===== config.mk =====
export PLATFORM = sky130hd
export DESIGN_NAME = iscas_bist_ctrl
export DESIGN_NICKNAME = d
export VERILOG_FILES = /design/src/rtl/iscas_bist_pkg.sv /design/src/rtl/bist_misr.sv /design/src/rtl/iscas_bist_ctrl.sv
export SDC_FILE = /design/constraint.sdc
export NUM_CORES = 1
export LEC_CHECK = 0
export ABC_AREA = 1
export BUFFER_PORTS_ARGS = -buffer_cell sky130_fd_sc_hd__buf_2
export CAP_MARGIN = 20
export CORE_UTILIZATION = 57
export DETAILED_ROUTE_END_ITERATION = 10
export PLACE_DENSITY = 0.84
export SYNTH_ARGS = -nofsm -noshare
export SYNTH_HDL_FRONTEND = slang
export SYNTH_SLANG_ARGS = --single-unit
export TNS_END_PERCENT = 10

===== constraint.sdc =====
create_clock -name CK -period 3.5 [get_ports CK]
set_clock_uncertainty 0.2 [all_clocks]
set_input_delay 0.35 -clock CK [delete_from_list [all_inputs] [get_ports CK]]
set_output_delay 0.35 -clock CK [all_outputs]
set_load 0.02 [all_outputs]

===== src/rtl/iscas_bist_pkg.sv =====
// Shared types and default constants for the ISCAS'89 BIST controller.
package iscas_bist_pkg;

    localparam int unsigned SIG_W = 32;
    localparam int unsigned CNT_W = 16;

    // Controller states
    typedef enum logic [1:0] {
        ST_IDLE  = 2'd0,
        ST_FLUSH = 2'd1,
        ST_RUN   = 2'd2,
        ST_DONE  = 2'd3
    } bist_state_e;

    // Pattern / flush counter
    typedef logic [CNT_W-1:0] cnt_t;

    localparam logic [SIG_W-1:0] DEF_LFSR_SEED = 32'h0000_0001;
    localparam logic [SIG_W-1:0] DEF_LFSR_POLY = 32'h8020_0003;
    localparam logic [SIG_W-1:0] DEF_MISR_POLY = 32'h04C1_1DB7;

endpackage : iscas_bist_pkg


===== src/rtl/bist_misr.sv =====
// 32-bit multiple-input signature register compacting the CUT outputs.
module bist_misr
    import iscas_bist_pkg::*;
#(
    parameter int unsigned      PO_W      = 19,
    parameter logic [SIG_W-1:0] MISR_POLY = DEF_MISR_POLY
) (
    input  logic             i_clk,
    input  logic             i_rst_n,
    input  logic             i_clr,
    input  logic             i_en,
    input  logic [PO_W-1:0]  i_po,
    output logic [SIG_W-1:0] o_sig,
    output logic [SIG_W-1:0] o_sig_next_c
);

    logic [SIG_W-1:0] r_sig;

    // Next signature: clear wins over absorb; otherwise hold
    always_comb begin
        o_sig_next_c = r_sig;
        if (i_clr) begin
            o_sig_next_c = '0;
        end else if (i_en) begin
            o_sig_next_c = (r_sig << 1)
                         ^ (r_sig[SIG_W-1] ? MISR_POLY : '0)
                         ^ SIG_W'(i_po);
        end
    end

    // Signature register
    always_ff @(posedge i_clk or negedge i_rst_n) begin
        if (!i_rst_n) begin
            r_sig <= '0;
        end else begin
            r_sig <= o_sig_next_c;
        end
    end

    assign o_sig = r_sig;

endmodule : bist_misr


===== src/rtl/iscas_bist_ctrl.sv =====
// BIST controller: clears the CUT, drives LFSR patterns, compacts responses.
module iscas_bist_ctrl
    import iscas_bist_pkg::*;
#(
    parameter int unsigned      PI_W       = 18,
    parameter int unsigned      PO_W       = 19,
    parameter int unsigned      N_PATTERNS = 1024,
    parameter int unsigned      FLUSH_CYC  = 4,
    parameter int unsigned      CLR_BIT    = 17,
    parameter logic             CLR_VAL    = 1'b1,
    parameter logic [SIG_W-1:0] LFSR_SEED  = DEF_LFSR_SEED,
    parameter logic [SIG_W-1:0] LFSR_POLY  = DEF_LFSR_POLY,
    parameter logic [SIG_W-1:0] MISR_POLY  = DEF_MISR_POLY,
    parameter logic [SIG_W-1:0] GOLDEN     = 32'h0
) (
    input  logic             CK,
    input  logic             RN,
    input  logic             START,
    input  logic [PO_W-1:0]  PO,
    output logic [PI_W-1:0]  PI,
    output logic             BUSY,
    output logic             DONE,
    output logic [SIG_W-1:0] SIG,
    output logic             PASS
);

    localparam cnt_t FLUSH_LAST = CNT_W'(FLUSH_CYC - 1);
    localparam cnt_t RUN_LAST   = CNT_W'(N_PATTERNS - 1);

    // An all-zero seed would lock the LFSR at zero
    if (LFSR_SEED == '0) begin : g_bad_seed
        $error("iscas_bist_ctrl: LFSR_SEED must be non-zero");
    end

    bist_state_e      r_state, w_state_next;
    logic [SIG_W-1:0] r_lfsr, w_lfsr_next, w_lfsr_step;
    cnt_t             r_cnt, w_cnt_next;
    logic [PI_W-1:0]  r_pi, w_pi_next;
    logic             r_busy, r_done, r_pass;
    logic             w_misr_clr, w_misr_en, w_done_entry;
    logic [SIG_W-1:0] w_sig, w_sig_next;

    assign w_lfsr_step  = (r_lfsr >> 1) ^ (r_lfsr[0] ? LFSR_POLY : '0);
    assign w_done_entry = (r_state == ST_RUN) && (w_state_next == ST_DONE);

    // Next-state, LFSR/counter update and MISR control
    always_comb begin
        w_state_next = r_state;
        w_lfsr_next  = r_lfsr;
        w_cnt_next   = r_cnt;
        w_misr_clr   = 1'b0;
        w_misr_en    = 1'b0;
        unique case (r_state)
            ST_IDLE, ST_DONE: begin
                if (START) begin
                    w_state_next = ST_FLUSH;
                    w_lfsr_next  = LFSR_SEED;
                    w_cnt_next   = '0;
                    w_misr_clr   = 1'b1;
                end
            end
            ST_FLUSH: begin
                if (r_cnt == FLUSH_LAST) begin
                    w_state_next = ST_RUN;
                    w_cnt_next   = '0;
                end else begin
                    w_cnt_next   = r_cnt + cnt_t'(1);
                end
            end
            ST_RUN: begin
                w_misr_en   = 1'b1;
                w_lfsr_next = w_lfsr_step;
                w_cnt_next  = r_cnt + cnt_t'(1);
                if (r_cnt == RUN_LAST) begin
                    w_state_next = ST_DONE;
                end
            end
            default: begin
                w_state_next = ST_IDLE;
            end
        endcase
    end

    // CUT input for the cycle about to start, clear pin forced per phase
    always_comb begin
        w_pi_next = '0;
        if (w_state_next == ST_FLUSH) begin
            w_pi_next          = w_lfsr_next[PI_W-1:0];
            w_pi_next[CLR_BIT] = CLR_VAL;
        end else if (w_state_next == ST_RUN) begin
            w_pi_next          = w_lfsr_next[PI_W-1:0];
            w_pi_next[CLR_BIT] = ~CLR_VAL;
        end
    end

    // State register
    always_ff @(posedge CK or negedge RN) begin
        if (!RN) begin
            r_state <= ST_IDLE;
        end else begin
            r_state <= w_state_next;
        end
    end

    // Datapath and output registers
    always_ff @(posedge CK or negedge RN) begin
        if (!RN) begin
            r_lfsr <= LFSR_SEED;
            r_cnt  <= '0;
            r_pi   <= '0;
            r_busy <= 1'b0;
            r_done <= 1'b0;
            r_pass <= 1'b0;
        end else begin
            r_lfsr <= w_lfsr_next;
            r_cnt  <= w_cnt_next;
            r_pi   <= w_pi_next;
            r_busy <= (w_state_next == ST_FLUSH) || (w_state_next == ST_RUN);
            r_done <= (w_state_next == ST_DONE);
            if (w_done_entry) begin
                r_pass <= (w_sig_next == GOLDEN);
            end else if (w_misr_clr) begin
                r_pass <= 1'b0;
            end
        end
    end

    bist_misr #(
        .PO_W      (PO_W),
        .MISR_POLY (MISR_POLY)
    ) u_misr (
        .i_clk        (CK),
        .i_rst_n      (RN),
        .i_clr        (w_misr_clr),
        .i_en         (w_misr_en),
        .i_po         (PO),
        .o_sig        (w_sig),
        .o_sig_next_c (w_sig_next)
    );

    assign PI   = r_pi;
    assign BUSY = r_busy;
    assign DONE = r_done;
    assign SIG  = w_sig;
    assign PASS = r_pass;

endmodule : iscas_bist_ctrl


==> summary.md, run 1 <==
| Metric | Value |
|---|---|
| Status | finished, violations left |
| Failing checks | design-rule violations |
| Cell-internal power | approximately 2.2 mW |
| # setup viols final | 0 |
| Final hold slack | 91.39 ps |
| Final setup margin | 492.3 ps |
| Multi-input logic area | about 2000 um2 |
| VDD IR max | approximately 0.4 mV |
| Leak | approximately 3.2 nW |
| Vias | ~4600 |
| Port bufs | between 70 and 80 |
| Switching share of power | between 40% and 50% |
| Cell Pwr Density | just over 700 nW/um2 |
| Filler cell count | 749 |
| Clock sinks | around 100 |
| DR iter-0 viols | 224 |
| Synth Register Bits | 103 |
| Gpl congestion | 1.028 |
| EDFF count, synth | 0 |
| Top delay family on crit path | simple AND/OR/NAND/NOR gates |
| Core Rows | 34 |
| Initial antenna violation count | 0 |
| DRC violations left | 16 |
| Ys Warns | 0 |
| GRT Residual Overflow | 0 |
| Cells after Synth | 677 |
| Die Ht | approximately 98 um |
| Skew-Pair Late Insertion Delay | 380 ps |
| Max Transition Viols Final | 0 |
| CTS tree | yes |
| Max Cap Viol | 0 |
| Post-synth top area share | 48.90% |
| Synth area leader | dfrtp_1 |
| # resized after CTS | 0 |
| Number of global-route vias before repair | 4419 |
| Vias per inst | 5.302 |
| Synthesized net count | slightly above 700 |
| Ant diodes | 0 |
| Hold Fails Final Rpt | 0 |
| Routed wire per std cell | 13.45 um |
| Worst Path Arrival | roughly 3100 ps |
| TNS Setup | 0 ps |
| Final min period | 3008 ps |
| Main synth FF type | dfrtp_1 |
| Sequential power share | about 36% |
| CP max-delay cell | dfrtp_1 |
| Critical Path End Type | flip-flop |
| Post-synthesis sequential area ratio | between 40% and 50% |
| Worst-path clk slew | 110 ps |
| Commonest cells post-synth | nand2_1, inv_1, dfrtp_1 |
| Fmax | roughly 330 MHz |
| Core Footprint | 8806 um2 |
| Setup WS pre-CTS | 570.9 ps |
| Critical path buffer and inverter count | 1 |
| FF+latch area | 2579 um2 |
| Fin crit share | 85.93% |
| Detailed Route WL | ~12000 um |
| P_sw | 1.977 mW |
| Ys async rst share | 100.0% |
| Syn Area/Cell | approximately 7.7 um2 |
| Ratio of cells with drive above 1 in the final layout | about a fifth |
| Total die area | roughly 9500 um2 |
| NumNets Final | 774 |
| Initial DRT Pass Iterations | 8 |
| WP data required | roughly 3600 ps |
| IO Pins | 75 |
| DP HPWL | 8111 um |
| Comb pwr share | 46.9% |
| Slew Limit Headroom | 45.41% |
| Ranking of synthesized cells by area | dfrtp_1, nand2_1, inv_1, nand3_1, nor2_1 |
| Clock tree root buffer cell | clkbuf_8 |
| Critical path class | flip-flop to flip-flop |
| CTS H-tree lvls | 3 |
| CTS Buf Count | 9 |
| First-pass GRT wire length | 19910 um |
| Initial core utilization | about three fifths |
| Worst-path maximum fanout | 5 |
| Cell Chain, Critical Path | ha_1, nand2_1, nor2_1, nand2_1, nor4_1, nor2_1, a21oi_1, ha_1, nand2_1, inv_1, nand2_1, nor2_1, nand2_1, nor2_1, nand3_1, nor2_1, nand2_1, nand2_1 |
| Most frequent CP cell | nand2_1 |
| Most common cell in the netlist | nand2_1 |
| RSZ-0062 raised after global routing | no |
| Clock buffer depth | 2 |
| Yosys cell types | 34 |
| Post-Syn Area | about 5200 um2 |
| Hold crit path type | input port to flip-flop |
| Slowest stage delay, CP | 440 ps |
| Clock Power Share | 17.2% |
| Post-route ant nets | 0 |
| CP startpoint kind | flip-flop |
| Pin count of the biggest net entering global routing | 80 |
| Worst-Margin Slew | 818.0 ps |
| Tot GR Track Use | between 20% and 30% |
| Horiz. Die Dim | 97.70 um |
| Area Growth Syn to Fin | 12.54% |
## power groups by stage
| stage | Sequential, mW | Clock (mW) | Combinational, mW |
|---|---|---|---|
| after floorplan | 1.68 | 0 | 1.28 |
| after global placement | 1.52 | 0 | 1.88 |
| after detailed placement | 1.53 | 0 | 1.95 |
| after CTS | 1.51 | 0.741 | 1.97 |
| after global routing | 1.53 | 0.778 | 2.22 |
| final | 1.51 | 0.720 | 1.97 |
## registers in the layout, summed over array words and instances, names as in the netlist
| register | count |
|---|---|
| BUSY | 1 |
| u_misr.o_sig | 32 |
| DONE | 1 |
| r_lfsr | 32 |
| r_state | 2 |
| PI | 18 |
| PASS | 1 |
| r_cnt | 16 |
## cells by family (layout without fill, tap and decap cells)
| kind of cell | after synthesis | in the layout | synth area share (%) |
|---|---|---|---|
| simple gates | 316 | 316 | 25.46 |
| compound gates | 79 | 79 | 9.516 |
| flops | 103 | 103 | 49.40 |
| xor+xnor | 11 | 11 | 1.846 |
| fa+ha+maj | 6 | 6 | 1.438 |
| buf+inv | 162 | 236 | 12.34 |
## layout make-up
type | count | share of cell area (%)
clock buffers | 9 | 2.109
clock inverters | 7 | 1.086
inverters | 138 | 8.818
multi-input cells | 412 | 34.04
flip-flops and latches | 103 | 43.90
well taps | 108 | 2.300
repair buffers | 82 | 7.753
## cells in the final DEF, fill, tap and decap left out, types with 2 or more instances in the layout
cell	n
clkbuf_8	9
nand2_1	178
nand2_2	2
buf_2	73
dfrtp_1	102
inv_2	28
nand3b_1	4
xor2_1	9
nand3_1	63
ha_1	5
a21oi_1	27
nor2_1	53
o2111ai_1	2
inv_6	3
o22ai_2	9
o21ai_1	22
o22ai_1	10
clkinv_1	3
o211ai_1	3
nand4_1	4
nor3_1	7
xnor2_1	2
inv_1	107
buf_4	7
nor3_2	2
o21ai_0	3
## final timing paths
check / start / end / slack [ps] / cells past startpoint
setup reg to reg: r_cnt[0] / PASS / 490 / 18
setup / recovery: r_cnt[0] / PASS / 490 / 18
hold / removal: PO[6] / u_misr.o_sig[6] / 90 / 5
max in group asynchronous: RN / r_lfsr[9] / 2050 / 4
hold reg to reg: r_lfsr[31] / r_lfsr[30] / 320 / 2
min in group asynchronous: RN / u_misr.o_sig[7] / 110 / 2
## repair_timing
action                                 in CTS  in global routing
setup buffers                               0                  0
endpoints found under the hold margin      77                  0
hold buffers                                1                  0
setup endpoints to repair                   0                  0
## worst register-to-register path: cells and delay by family (launching register included)
family                     cells  cell delay [ps]
and+or+nand+nor               14             1480
DFF                            1              440
AOI/OAI and AO/OA              1              290
adders and majority gates      2              490
buffers and inverters          1               80
## stage by stage
stage	utilization (%)	power, mW	cells	cell area, um2
5_1_grt	66.71	4.528	859	5874
2_1_floorplan	-	2.953	677	5220
3_5_place_dp	64.15	3.484	841	5649
3_3_place_gp	64.15	3.395	841	5649
4_1_cts	66.40	4.215	858	5847
6_report	66.71	4.198	859	5874
## per-layer routing
| layer | up-vias | global-route usage (%) | routed length, um |
|---|---|---|---|
| met4 | 0 | 10.26 | 279 |
| met2 | 146 | 44.14 | 5762 |
| li1 | 2222 | - | - |
| met1 | 2161 | 33.01 | 4881 |
| met5 | - | 0 | 0 |
| met3 | 25 | 5.108 | 632 |
Power figures use the tool's default switching activity.
==> run 2: changes to the inputs <==
clock period = 3.4 ns   (was 3.5 ns; I/O delays follow)
==> summary.md, run 2 (synthesis results as in run 1) <==
| Metric | Value |
|---|---|
| Initial core utilization | 59.28% (unchanged) |
| CTS H-tree lvls | 3 (unchanged) |
| Core Rows | 34 (unchanged) |
| Vias | 4566 (+0.26%) |
| Most frequent cells in the layout | nand2_1, inv_1, dfrtp_1 |
| Met2 Use GR | 44.14% (unchanged) |
| CP startpoint kind | flip-flop |
| Pin count of the biggest net entering global routing | 81 (+1.3%) |
| CP max-delay cell | dfrtp_1 |
| Gpl congestion | 0.9300 (-9.5%) |
| DP HPWL | 8090 um (-0.26%) |
| Met1 Resource Use GR | 32.98% (about the same) |
| Detailed Route WL | 11700 um (+1.3%) |
| VDD IR max | 0.4583 mV (+12%) |
| DR iter-0 viols | 272 (+21%) |
| NumNets Final | 777 (+0.39%) |
| CTS Buf Count | 9 (unchanged) |
| RSZ-0062 raised after global routing | no |
| Total die area | 9544 um2 (unchanged) |
| Cell Chain, Critical Path | ha_1, nand2_1, nor2_2, nand2_1, nor4_1, nor2_1, a21oi_1, ha_1, nand2_1, inv_1, nand2_1, nor2_1, nand2_1, nor2_1, nand3_1, nor2_1, nand2_1, nand2_1 |
| Hold crit path type | input port to flip-flop |
| Leak | 3.239 nW (+0.59%) |
| Fmax | 336.5 MHz (+1.2%) |
| Post-CTS setup buffers | 0 (unchanged) |
| Status | finished, violations left |
| Grt peak-use layer | met2 |
| DRC violations left | 16 (unchanged) |
| Post-route ant nets | 0 (unchanged) |
| Area Growth Syn to Fin | 13.23% |
| Clock buffer depth | 2 (unchanged) |
| Failing checks | design-rule violations |
| Final min period | 2972 ps (-35.71 ps) |
| Most frequent CP cell | nand2_1 |
| Clock tree root buffer cell | clkbuf_8 |
| Tot GR Track Use | 25.84% (-0.23 points) |
| IO Pins | 75 (unchanged) |
| Most common cell after layout, fill and taps aside | nand2_1 |
| Vias per inst | 5.297 (about the same) |
| Slew Limit Headroom | 45.03% (-0.38 points) |
| Port bufs | 74 (unchanged) |
| # setup viols final | 0 (unchanged) |
| Final hold slack | 86.30 ps (-5.087 ps) |
| Routed wire per std cell | 13.57 um (+0.91%) |
| Worst-Margin Slew | 823.7 ps (+5.669 ps) |
| Ratio of cells with drive above 1 in the final layout | 19.36% (+0.46 points) |
| Worst-path clk slew | 110 ps (about the same) |
| Skew-Pair Late Insertion Delay | 370 ps (about the same) |
| Met3 Use GR | 3.957% (-1.2 points) |
| Cell Pwr Density | 739.8 nW/um2 (+3.5%) |
| Clock sinks | 103 (unchanged) |
| Critical Path End Type | flip-flop |
| Fin crit share | 87.41% (+1.5 points) |
| Initial DRT Pass Iterations | 8 (unchanged) |
| Die Ht | 97.70 um (unchanged) |
| Max Transition Viols Final | 0 (unchanged) |
| TNS Setup | 0 ps (unchanged) |
| Slowest stage delay, CP | 430 ps (about the same) |
| Horiz. Die Dim | 97.70 um (unchanged) |
| Number of global-route vias before repair | 4405 (-0.32%) |
| Critical path class | flip-flop to flip-flop |
| Ant diodes | 0 (unchanged) |
| Worst-path maximum fanout | 5 (unchanged) |
| GRT Residual Overflow | 0 (unchanged) |
| First-pass GRT wire length | 19670 um (-1.2%) |
| CTS tree | yes |
| Max Cap Viol | 0 (unchanged) |
| Core Footprint | 8806 um2 (unchanged) |
| Initial antenna violation count | 0 (unchanged) |
| Hold Fails Final Rpt | 0 (unchanged) |
| WP data required | 3510 ps (-120 ps) |
| Worst Path Arrival | 3080 ps (-50 ps) |
run 2: changes by cell type in the layout (fill, tap and decap cells not counted), sizes merged:
cell,before,now
clkbuf,9,10
clkinv,6,5
buf,81,84
run 2: final timing paths:
kind / from / endpoint / slack, ps / cells after the start
min in group asynchronous: RN / u_misr.o_sig[8] / 100 / 2
worst max register to register: r_cnt[0] / PASS / 430 / 18
worst min register to register: r_lfsr[28] / r_lfsr[27] / 320 / 2
worst min-delay path: PO[10] / u_misr.o_sig[10] / 90 / 5
max in group asynchronous: RN / PI[6] / 2060 / 4
worst max-delay path: r_cnt[0] / PASS / 430 / 18
run 2: critical path: cells and delay by family, from the launching register on:
kind	cells	cell delay, ps
AOI/OAI and AO/OA	1	290
and+or+nand+nor	14	1420
buffers and inverters	1	90
DFF	1	430
adders and majority gates	2	480
run 2: where the power goes:
group / internal, mW / total [mW] / leakage, nW / switching, mW
registers: 1.41 / 1.55 / 1.42 / 0.137
logic: 0.611 / 2.06 / 1.72 / 1.45
clock network: 0.304 / 0.761 / 0.0982 / 0.457
total: 2.33 / 4.37 / 3.24 / 2.05
run 2: routing by layer:
layer / routed length, um / vias to the layer above
met2: 5756 / 133
met5: 0 / -
met1: 5099 / 2178
met4: 239 / 0
li1: - / 2238
met3: 605 / 17
run 2: cell type report:
cell class | instances | area [um2]
Tap cell | 108 | 135.1
Fill cell | 742 | 2895
Clock inverter | 6 | 61.31
Sequential cell | 103 | 2579
Multi-Input combinational cell | 412 | 2002
Clock buffer | 10 | 137.6
Timing Repair Buffer | 85 | 478.0
Inverter | 138 | 518.0
run 2: per-stage QoR:
step                      power, mW  setup slack, ps  instance area, um2  util, %  instances
final                         4.373            428.0                5911    67.12        862
after global routing          4.686            97.78                5911    67.12        862
after CTS                     4.379            410.2                5881    66.78        861
after detailed placement      3.620            461.6                5672    64.41        844
after global placement        3.545            619.3                5672    64.41        844
after floorplan               3.040            716.3                5220        -        677
run 2: repair_timing:
| action | 4_1_cts | 5_1_grt |
|---|---|---|
| hold buffers | 1 | 0 |
| resized for setup | 0 | 1 |
| setup endpoints to repair | 0 | 1 |
| endpoints found under the hold margin | 77 | 0 |
==> run 3: changes to the inputs <==
CELL_PAD_IN_SITES_DETAIL_PLACEMENT = 1   (was not set)
CELL_PAD_IN_SITES_GLOBAL_PLACEMENT = 2   (was not set)
CORE_UTILIZATION = 34   (was 57)
CTS_BUF_LIST = sky130_fd_sc_hd__clkbuf_4   (was not set)
PLACE_DENSITY = 0.85   (was 0.84)
==> summary.md, run 3 (synthesis results as in run 1) <==
| Metric | Value |
|---|---|
| Status | completed |
| Hold endpoint | u_misr.o_sig[12] |
| CTS tree | yes |
| Max Cap Viol | 0 (unchanged) |
| DR iter-0 viols | 200 (-26%) |
| Critical Path End Type | flip-flop |
| CP max-delay cell | buf_4 |
| Most frequent CP cell | nand2_1 |
| CTS H-tree lvls | 3 (unchanged) |
| Post-CTS setup buffers | 0 (unchanged) |
| Setup WS pre-CTS | 356.3 ps (-105.2 ps) |
| WP data required | 3640 ps (+130 ps) |
| Initial antenna violation count | 0 (unchanged) |
| First-pass GRT wire length | 23790 um (+21%) |
| Hold crit path type | input port to flip-flop |
| Design area | 6115 um2 (+3.5%) |
| Final setup margin | 473.3 ps (+45.29 ps) |
| Die Ht | 125.9 um (+29%) |
| Fmax | 341.7 MHz (+1.5%) |
| Initial core utilization | 35.38% (-24 points) |
| Initial DRT Pass Iterations | 4 (-4) |
| Ratio of cells with drive above 1 in the final layout | 18.94% (-0.43 points) |
| Detailed Route WL | 14040 um (+20%) |
| CTS Buf Count | 9 (unchanged) |
| DRC violations left | 0 (-16) |
| Leak | 3.278 nW (+1.2%) |
| Worst-case reg-to-reg path depth | 18 (unchanged) |
| Post-placement cell count | 920 (+9.0%) |
| Cell Pwr Density | 711.2 nW/um2 (-3.9%) |
| Slowest stage delay, CP | 510 ps (+80 ps) |
| Final hold slack | 39.07 ps (-47.23 ps) |
| Final core utilization | 41.44% (-26 points) |
| Worst-Margin Slew | 680.3 ps (-143.4 ps) |
| RSZ-0062 raised after global routing | no |
| Total die area | 15850 um2 (+66%) |
| Final min period | 2927 ps (-45.30 ps) |
| Number of global-route vias before repair | 4964 (+13%) |
| Gpl congestion | 0.8405 (-9.6%) |
| Critical path class | flip-flop to flip-flop |
| Levels on crit path | 18 (unchanged) |
| # setup viols final | 0 (unchanged) |
| Worst-path clk slew | 180 ps (+70 ps) |
| Hold Fails Final Rpt | 0 (unchanged) |
| Pin count of the biggest net entering global routing | 58 (-28%) |
| Tot GR Track Use | 18.80% (-7.0 points) |
| Routed wire per std cell | 14.71 um (+8.3%) |
| RR Startpoint | r_state[0] |
| TNS Setup | 0 ps (unchanged) |
| VDD IR max | 0.2831 mV (-38%) |
| Post-Layout Cell Count | 955 (+11%) |
| Reg2reg end | PASS |
| IO Pins | 75 (unchanged) |
| DP HPWL | 9858 um (+22%) |
| Worst Path Arrival | 3170 ps (+90 ps) |
| CP startpoint kind | flip-flop |
| Port bufs | 74 (unchanged) |
| Placed cell area | 5779 um2 (+1.9%) |
| Cell Chain, Critical Path | inv_1, ha_2, buf_4, nand2_1, o21ai_1, a31oi_1, inv_2, ha_1, nand2_1, inv_1, nand2_1, nor2_1, nand2_1, nor2_1, nand3_1, nor2_1, nand2_1, nand2_1 |
| Max Transition Viols Final | 0 (unchanged) |
| Vias | 4596 (+0.66%) |
| Hold_sp | PO[12] |
| Worst hold stages | 5 (unchanged) |
| Post-route ant nets | 0 (unchanged) |
| Ant diodes | 0 (unchanged) |
| Most frequent cells in the layout | nand2_1, inv_1, dfrtp_1 |
| Slew Limit Headroom | 54.65% (+9.6 points) |
| Core Rows | 44 (+29%) |
| Most common cell after layout, fill and taps aside | nand2_1 |
| Top delay family on crit path | simple AND/OR/NAND/NOR gates |
| Clock sinks | 103 (unchanged) |
| Clock tree root buffer cell | clkbuf_4 |
| Core Footprint | 14750 um2 (+68%) |
| Power Total | 4.348 mW (-0.56%) |
| Vias per inst | 4.813 (-9.1%) |
| Worst-path maximum fanout | 56 (+51) |
| Skew-Pair Late Insertion Delay | 500 ps (+130 ps) |
| Critical path buffer and inverter count | 4 (+3) |
| Clock buffer depth | 2 (unchanged) |
| Fin crit share | 86.08% (-1.3 points) |
| Area Growth Syn to Fin | 17.14% |
| Horiz. Die Dim | 125.9 um (+29%) |
| R2R Setup Slk | 470 ps (+50 ps) |
| NumNets Final | 794 (+2.2%) |
| GRT Residual Overflow | 0 (unchanged) |
run 3: cell count changes in the layout (fill, tap and decap cells not counted):
cell,change
a21oi_1,-1
buf_4,-1
clkinvlp_4,+1
clkbuf_8,-10
buf_12,+1
inv_6,-1
buf_16,-1
inv_8,+1
dlygate4sd3_1,+18
clkbuf_4,+9
a21oi_2,+1
run 3: worst min-delay path, cell delays in order:
cell     delay, ps
buf_2           90
nand2_1         50
nand3_1        110
nand2_1         60
inv_1           70
run 3: repair_timing:
item | in CTS | in global routing
hold endpoints to repair | 63 | 0
gates resized for setup | 0 | 2
setup endpoints to repair | 0 | 1
hold buffers | 19 | 0
run 3: cell type report:
cell class	count	area, um2
repair buffers	102	643.1
clock buffers	9	67.56
clock inverters	7	71.32
fillers	1880	8640
well taps	184	230.2
flip-flops and latches	103	2579
multi-input cells	412	2006
inverters	138	518.0
run 3: worst max-delay path by stage:
stage                     startpoint      to  slack, ps
after floorplan           r_state[0]  PI[10]        720
after global placement      r_cnt[0]    PASS        550
after detailed placement    r_cnt[0]    PASS        360
after CTS                   r_cnt[0]    PASS        300
after global routing        r_cnt[0]    PASS         70
final                     r_state[0]    PASS        470
run 3: report_power, final:
part           switching [mW]  internal (mW)  total (mW)
clock                   0.488          0.170       0.658
sequential              0.150           1.41        1.56
combinational            1.50          0.632        2.13
total                    2.13           2.21        4.35
run 3: layer usage:
metal / wire, um / global-route usage [%] / up-vias
li1: - / - / 2270
met1: 6447 / 23.34 / 2240
met2: 6990 / 33.25 / 69
met3: 385 / 2.379 / 17
met4: 221 / 7.229 / 0
met5: 0 / 0 / -
